### config.mk
export PLATFORM = sky130hd
export DESIGN_NAME = gmii_tx_mux_n
export DESIGN_NICKNAME = d
export VERILOG_FILES = /design/src/rtl/gmii_tx_mux_n.sv
export SDC_FILE = /design/constraint.sdc
export NUM_CORES = 1
export LEC_CHECK = 0
export BUFFER_PORTS_ARGS = -buffer_cell sky130_fd_sc_hd__buf_4
export CAP_MARGIN = 20
export CORE_UTILIZATION = 41
export DETAILED_ROUTE_END_ITERATION = 12
export HOLD_SLACK_MARGIN = 0.02
export PLACE_DENSITY = 0.89
export SLEW_MARGIN = 20
export SYNTH_ARGS = -nofsm -noshare
export SYNTH_HDL_FRONTEND = slang
export SYNTH_SLANG_ARGS = --single-unit
### constraint.sdc
create_clock -name aclk -period 1.8 [get_ports aclk]
set_input_delay 0.27 -clock aclk [delete_from_list [all_inputs] [get_ports aclk]]
set_output_delay 0.27 -clock aclk [all_outputs]
set_load 0.02 [all_outputs]
### src/rtl/gmii_tx_mux_n.sv
`default_nettype none
// ============================================================================
// Module   : gmii_tx_mux_n
// Purpose  : N-source GMII transmit multiplexer with frame-boundary switching,
//            minimum inter-frame gap enforcement and optional statistics.
//            Statistics counters exist only when GMII_TX_MUX_N_STATS_EN is defined.
// Revision : 1.0 - initial release
// ============================================================================
module gmii_tx_mux_n #(
    parameter int  NUM_SRC   = 2,
    parameter int  CNT_WIDTH = 32,
    parameter int  MIN_IFG   = 12,
    localparam int SEL_W     = $clog2(NUM_SRC)
) (
    input  logic                          aclk,
    input  logic                          arstn,
    input  logic [SEL_W-1:0]              sel,
    input  logic [8*NUM_SRC-1:0]          src_txd,
    input  logic [NUM_SRC-1:0]            src_tx_en,
    input  logic [NUM_SRC-1:0]            src_tx_er,
    output logic [7:0]                    gmii_txd,
    output logic                          gmii_tx_en,
    output logic                          gmii_tx_er,
    output logic [SEL_W-1:0]              active_sel,
    output logic                          busy,
    output logic [CNT_WIDTH*NUM_SRC-1:0]  frame_cnt,
    output logic [CNT_WIDTH-1:0]          drop_cnt
);

    localparam logic [7:0] c_min_ifg = 8'(MIN_IFG);

    typedef enum logic [1:0] {
        ST_SYNC  = 2'd0,
        ST_IDLE  = 2'd1,
        ST_FRAME = 2'd2,
        ST_GAP   = 2'd3
    } state_t;

    state_t             r_state;
    state_t             w_state_nxt;
    logic [SEL_W-1:0]   r_active_sel;
    logic [SEL_W-1:0]   w_sel_nxt;
    logic [7:0]         r_gap_cnt;
    logic [7:0]         w_gap_nxt;
    logic [7:0]         r_txd;
    logic               r_tx_en;
    logic               r_tx_er;
    logic               w_fwd;
    logic               w_act_en;
    logic               w_act_er;
    logic [7:0]         w_act_txd;
    logic               w_sel_valid;

    always_comb begin
        w_act_en  = 1'b0;
        w_act_er  = 1'b0;
        w_act_txd = 8'd0;
        for (int i = 0; i < NUM_SRC; i++) begin
            if (r_active_sel == SEL_W'(i)) begin
                w_act_en  = src_tx_en[i];
                w_act_er  = src_tx_er[i];
                w_act_txd = src_txd[8*i +: 8];
            end
        end
    end

    assign w_sel_valid = (32'(sel) < 32'(NUM_SRC));

    // A switch request is only honoured from IDLE, so frames are never cut.
    always_comb begin
        w_state_nxt = r_state;
        w_sel_nxt   = r_active_sel;
        w_gap_nxt   = r_gap_cnt;
        w_fwd       = 1'b0;
        case (r_state)
            ST_SYNC: begin
                if (!w_act_en) w_state_nxt = ST_IDLE;
            end
            ST_IDLE: begin
                if ((sel != r_active_sel) && w_sel_valid) begin
                    w_sel_nxt   = sel;
                    w_state_nxt = ST_SYNC;
                end else if (w_act_en) begin
                    w_state_nxt = ST_FRAME;
                    w_fwd       = 1'b1;
                end
            end
            ST_FRAME: begin
                if (w_act_en) begin
                    w_fwd = 1'b1;
                end else begin
                    w_gap_nxt   = 8'd1;
                    w_state_nxt = ST_GAP;
                end
            end
            ST_GAP: begin
                if (w_act_en) begin
                    // A restart exactly at the minimum gap is a legal frame start.
                    if (r_gap_cnt >= c_min_ifg) begin
                        w_state_nxt = ST_FRAME;
                        w_fwd       = 1'b1;
                    end else begin
                        w_state_nxt = ST_SYNC;
                    end
                end else if (r_gap_cnt >= c_min_ifg) begin
                    w_state_nxt = ST_IDLE;
                end else begin
                    w_gap_nxt = r_gap_cnt + 8'd1;
                end
            end
            default: w_state_nxt = ST_SYNC;
        endcase
    end

    always_ff @(posedge aclk or negedge arstn) begin
        if (!arstn) begin
            r_state      <= ST_SYNC;
            r_active_sel <= '0;
            r_gap_cnt    <= 8'd0;
            r_txd        <= 8'd0;
            r_tx_en      <= 1'b0;
            r_tx_er      <= 1'b0;
        end else begin
            r_state      <= w_state_nxt;
            r_active_sel <= w_sel_nxt;
            r_gap_cnt    <= w_gap_nxt;
            r_txd        <= w_fwd ? w_act_txd : 8'd0;
            r_tx_en      <= w_fwd;
            r_tx_er      <= w_fwd & w_act_er;
        end
    end

    assign gmii_txd   = r_txd;
    assign gmii_tx_en = r_tx_en;
    assign gmii_tx_er = r_tx_er;
    assign active_sel = r_active_sel;
    assign busy       = (r_state != ST_IDLE);

`ifdef GMII_TX_MUX_N_STATS_EN
    logic                 r_sync_first;
    logic [CNT_WIDTH-1:0] r_drop_cnt;
    logic                 w_frame_done;

    assign w_frame_done = (r_state == ST_FRAME) && !w_act_en;

    // Reset lands in SYNC, so the first post-reset cycle counts as a SYNC entry.
    always_ff @(posedge aclk or negedge arstn) begin
        if (!arstn) begin
            r_sync_first <= 1'b1;
            r_drop_cnt   <= '0;
        end else begin
            r_sync_first <= (w_state_nxt == ST_SYNC) && (r_state != ST_SYNC);
            if ((r_state == ST_SYNC) && r_sync_first && w_act_en)
                r_drop_cnt <= r_drop_cnt + CNT_WIDTH'(1);
        end
    end

    assign drop_cnt = r_drop_cnt;

    for (genvar i = 0; i < NUM_SRC; i++) begin : g_frame_cnt
        logic [CNT_WIDTH-1:0] r_cnt;
        always_ff @(posedge aclk or negedge arstn) begin
            if (!arstn)
                r_cnt <= '0;
            else if (w_frame_done && (r_active_sel == SEL_W'(i)))
                r_cnt <= r_cnt + CNT_WIDTH'(1);
        end
        assign frame_cnt[i*CNT_WIDTH +: CNT_WIDTH] = r_cnt;
    end
`else
    assign frame_cnt = '0;
    assign drop_cnt  = '0;
`endif

endmodule
`default_nettype wire
==> Word level (Yosys, flattened, before mapping) <==
Cells that the tools add are included.
{ "op_classes": {"addsub": 1, "magnitude_cmp": 1, "n_eq_ne": 11, "mux": 21, "bitwise": 1, "reduce_logical": 5} }
{ "ops": {"columns": ["operator", "count"], "rows": [
  ["8-bit two-way mux", 5],
  ["8-bit one-hot mux with 2 select lines", 1],
  ["2-bit two-way mux", 7],
  ["8-bit by 1-bit adder with 8-bit output (second input constant)", 1],
  ["8-bit by 4-bit greater-or-equal comparator with 1-bit output (second input constant)", 1],
  ["2-bit inequality test (second input constant)", 4],
  ["2-bit one-hot mux with 4 select lines", 1],
  ["4-bit AND reduction", 2],
  ["1-bit two-way mux", 6],
  ["3-bit inequality test (second input constant)", 2],
  ["2-bit equality test (second input constant)", 2],
  ["1-bit one-hot mux with 3 select lines", 1],
  ["2-bit by 1-bit equality test with 1-bit output (second input constant)", 1],
  ["2-bit logical NOT", 1],
  ["2-bit by 1-bit inequality test with 1-bit output (second input constant)", 1],
  ["2-bit AND reduction", 1],
  ["2-bit nonzero test", 1],
  ["1-bit AND", 1],
  ["1-bit inequality test", 1]
]} }
{ "totals": {"regBits": 21, "inputBits": 23, "out_inout_bits": 108, "wordCells": 46} }

==> Depth between registers and ports, before layout <==
{ "depth": {"word_depth": 5, "mapped_depth": 5, "ltp_nobuf": 4} }

==> Least setup slack after synthesis <==
Ideal clock, no wire load.
{ "synth_path": {"kind": "flip-flop to flip-flop", "startpoint": "reg r_active_sel (netlist: active_sel)", "endpoint": "reg r_gap_cnt[5]", "setup_time_ps": 120, "arrival_time_ps": 1461, "required_time_ps": 1680, "slack_ps": 219, "path_stages_with_launch": 5, "path_buffers": 1, "synth_period_minus_slack_ps": 1581, "path_cell_list": "dfrtp_1 buf_6 mux2_4 or2_2 and2_2"} }
{ "synth_via": {"elab_chain_len": 3, "word_cells_on_any_way": 4, "cone_classes": "2 x eq/ne; 1 x mux; 1 x reduce/logical"} }
{ "synth_rtl": {"columns": ["element", "line", "text"], "rows": [
  ["from (decl)", "41", "logic [SEL_W-1:0] r_active_sel;"],
  ["from (signal assigned)", "125", "r_active_sel <= w_sel_nxt;"],
  ["1-bit two-way mux *", "59", "if (r_active_sel == SEL_W'(i)) begin"],
  ["2-bit inequality test (no source line)", null, null],
  ["4-bit AND reduction (no source line) *", null, null],
  ["to (signal assigned)", "126", "r_gap_cnt <= w_gap_nxt;"],
  ["to (decl)", "43", "logic [7:0] r_gap_cnt;"]
]} }
Every way passes the cells marked *; elsewhere a longest branch is shown, timed or not.
A chain may end at the register's enable or synchronous reset.

==> Worst setup path in the final report <==
{ "layout_path": {"startpoint": "reg r_active_sel (netlist: active_sel)", "endpoint": "reg r_txd[4] (netlist: gmii_txd[4])"} }
{ "layout_via": {"elab_chain_len": 5, "word_cells_on_any_way": 8, "cone_classes": "1 x eq/ne; 7 x mux"} }
{ "layout_rtl": {"columns": ["element", "line", "text"], "rows": [
  ["1-bit two-way mux", "59", null],
  ["1-bit two-way mux", "83, 89", null],
  ["1-bit two-way mux", "80", "if ((sel != r_active_sel) && w_sel_valid) begin"],
  ["1-bit one-hot mux with 3 select lines", "75", "case (r_state)"],
  ["8-bit two-way mux *", "127", "r_txd <= w_fwd ? w_act_txd : 8'd0;"],
  ["to (signal assigned)", "127", null],
  ["to (decl)", "45", "logic [7:0] r_txd;"]
]} }
Marked as above.

==> metrics.log <==
INFO  metric synth_area_per_cell = 9.36 um^2
INFO  metric tns = 0 ns
INFO  metric ys_async_sr_fraction = 100%
INFO  metric skew = 0.00238 ns
INFO  metric antenna_violations_before_repair = 0
INFO  metric dr.pass1.iters = 4
INFO  metric post_cts_resized = 0
INFO  metric post-cts-setup-buffer-count = 0
INFO  metric grt_use_total = 12.7%
INFO  metric worst_ep_arrival_time = 1.76 ns
INFO  metric filler_cell_count = 410
INFO  metric critical_path.endpoint_type = register
INFO  metric worstPathMaxFanout = 15
INFO  metric critical_path_class = register to register
INFO  metric netlist-cell-type-count = 37
INFO  metric clockBufferDepth = 2
INFO  metric multi_input_comb_area = 877 um^2
INFO  metric grt_pass1_vias = 941
INFO  metric layout-area-overhead-vs-synth = -0.0694%
INFO  metric numPlacedInstances = 273
INFO  metric path_buf_inv = 1
INFO  metric largest_stage_delay_on_the_critical_path = 0.44 ns
INFO  metric routability_congestion_estimate = 0.940
INFO  metric synth_edf_count = 0
INFO  metric die_x = 68.4 um
INFO  metric drv_cap = 0
INFO  metric worst_hold_path.num_cells = 3
INFO  metric vias_per_cell = 3.98
INFO  metric cts_sinks = 21
INFO  metric sequential_cell_area = 526 um^2
INFO  metric synth_seq_area_share = 29.1%
INFO  metric final_min_period_over_clock_period = 90.6%
INFO  metric clk_pin_slew_worst_paths = 0.08 ns
INFO  metric synth_largest_type_area_fraction = 39.9%
INFO  metric detail_route.wl_per_cell = 10.4 um
INFO  metric route.antenna.remaining_nets = 0
INFO  metric worst_setup_path_start_kind = register
INFO  metric max_freq = 0.613 GHz
INFO  metric overflow = 0
INFO  metric setup_ws = 0.169 ns
INFO  metric vdd_drop_max = 0.600 mV
INFO  metric status = completed
INFO  metric die_area = 4680 um^2
INFO  metric port_buffers = 34
INFO  metric layout.core_utilization = 43.9%
INFO  metric timing.critical_path.slowest_stage_cell = dfrtp_1
INFO  metric clock-root-buffer = clkbuf_8
INFO  metric p_leak = 0.00103 uW
INFO  metric timing.critical_path.depth = 4
INFO  metric crit_chain = buf_4, and4bb_2, a211oi_4, nor3_1
INFO  metric cp.required = 1.93 ns
INFO  metric cp_top_family = flip-flops
INFO  metric coreArea = 4120 um^2
INFO  metric finalCriticalPeriod = 1.63 ns
INFO  metric drt_iter0_markers = 44
INFO  metric die_height = 68.4 um
INFO  metric pins_over_their_slew_limit = 0
INFO  metric row_count = 23
INFO  metric post_synth_inst_count = 193
INFO  metric yosys_warnings = 0
INFO  metric route.detailed.drc = 0
INFO  metric synth.largest_area_cell = buf_4
INFO  metric total_power = 2230 uW
INFO  metric initial_utilization = 43.9%
INFO  metric insertion_delay = 0.26 ns
INFO  metric dr_total_vias = 1106
INFO  metric grt_first_pass_wirelength = 4.39 mm
INFO  metric postSynthRegisterBits = 21
INFO  metric final_layout_size_suffix_gt1_share = 21.1%
INFO  metric hold_path_class = input pin to register
INFO  metric dpl.hpwl = 2.28 mm
INFO  metric largest_net_degree_at_the_start_of_global_routing = 22
INFO  metric final_hold_violating_endpoints = 0
INFO  metric grt_setup_unrepaired = no
INFO  metric power-per-cell-area = 1230 nW/um^2
INFO  metric timing.reg2reg.worst_path_depth = 4
INFO  metric cts_max_level = 1
INFO  metric synth-main-ff-cell = dfrtp_1
INFO  metric cts_tree = yes
INFO  metric final_cells = 278
INFO  metric synthMostInstantiatedCell = buf_4
INFO  metric synth_area = 1810 um^2
INFO  metric antennaDiodeCount = 0
INFO  metric dp_worst_setup_slack = 0.171 ns
INFO  metric synth.cells.most_frequent = buf_4 (96), dfrtp_1 (21), mux2i_1 (10)
INFO  metric num_io_pins = 131
INFO  metric setup_viol = 0
INFO  metric synth_top_cells_by_area = buf_4 (40%), dfrtp_1 (29%), mux2i_1 (5.5%), nor3_1 (2.5%), o211ai_1 (1.7%)
INFO  metric finalWirelength = 2.88 mm
INFO  metric cts_inserted_buffers = 3
INFO  metric design.final.nets = 254
-- cells by family after synthesis --
logic type      count (synthesis)  share of synthesized area [%]
buf+inv                       104                           42.1
other cells                     1                          0.208
xor+xnor                        1                          0.485
mux                            11                           6.37
simple gates                   35                           11.8
compound gates                 18                           8.52
fa+ha+maj                       2                           1.38
flops                          21                           29.1
-- sequential cells by signal (all words and copies together), names as in the netlist --
| register | flops |
|---|---|
| active_sel | 1 |
| gmii_tx_en | 1 |
| gmii_tx_er | 1 |
| gmii_txd | 8 |
| r_gap_cnt | 8 |
| r_state | 2 |
-- timing repair --
item                                    CTS  global route
endpoints found under the setup margin    0             0
endpoints found under the hold margin    21             0
hold buffers                              1             0
-- worst register-to-register path, delay by kind of cell, from the launching register on --
kind	cells	cell delay, ns
flops	1	0.44
simple gates	2	0.41
compound gates	1	0.38
buf+inv	1	0.28
-- worst paths after layout --
check	start	end	slack (ns)
worst min register to register	r_gap_cnt[4]	r_gap_cnt[4]	0.53
max in group asynchronous	arstn	gmii_txd[4]	1.16
worst min-delay path	src_tx_er[0]	gmii_tx_er	0.31
worst max register to register	active_sel	gmii_txd[4]	0.17
min in group asynchronous	arstn	r_gap_cnt[3]	0.42
worst max-delay path	active_sel	gmii_txd[4]	0.17
-- routing by layer --
layer	GRT usage [%]	vias up	wire length (um)
li1	-	518	-
met1	16.3	522	1110
met2	21.4	64	1530
met3	4.17	2	229
met4	1.04	0	7
met5	0	-	0
-- final cells by class --
class	count	area share [%]
clock inverter	1	0.416
multi-input combinational	163	48.6
tap	50	3.47
timing repair buffer	37	15.5
inverter	3	0.624
sequential	21	29.1
clock buffer	3	2.29
-- power by group --
part	switching [uW]	leakage [uW]	internal (uW)	total (uW)
Combinational	697	0.000728	431	1130
Sequential	162	0.000276	615	777
Clock	165	0.0000217	156	321
-- cells in the final DEF, fill, tap and decap left out, drive strengths merged, types with 2 or more instances in the layout --
master and count:
conb 96, buf 36, dfrtp 21, mux2i 10
nor3 9, nand2 6, and2 5, o211ai 4
inv 3, nand2b 3, nor2 3, clkbuf 3
nand4 2, o21ai 2, a21o 2, o211a 2
ha 2, a211oi 2, nor4 2
-- through the flow --
stage	hold WS, ns	cell area [um^2]
after floorplan	-0.0256	2160
after global placement	0.165	1750
after detailed placement	0.172	1750
after CTS	0.303	1810
after global routing	0.300	1810
final	0.306	1810
(Power assumes the default switching activity.)
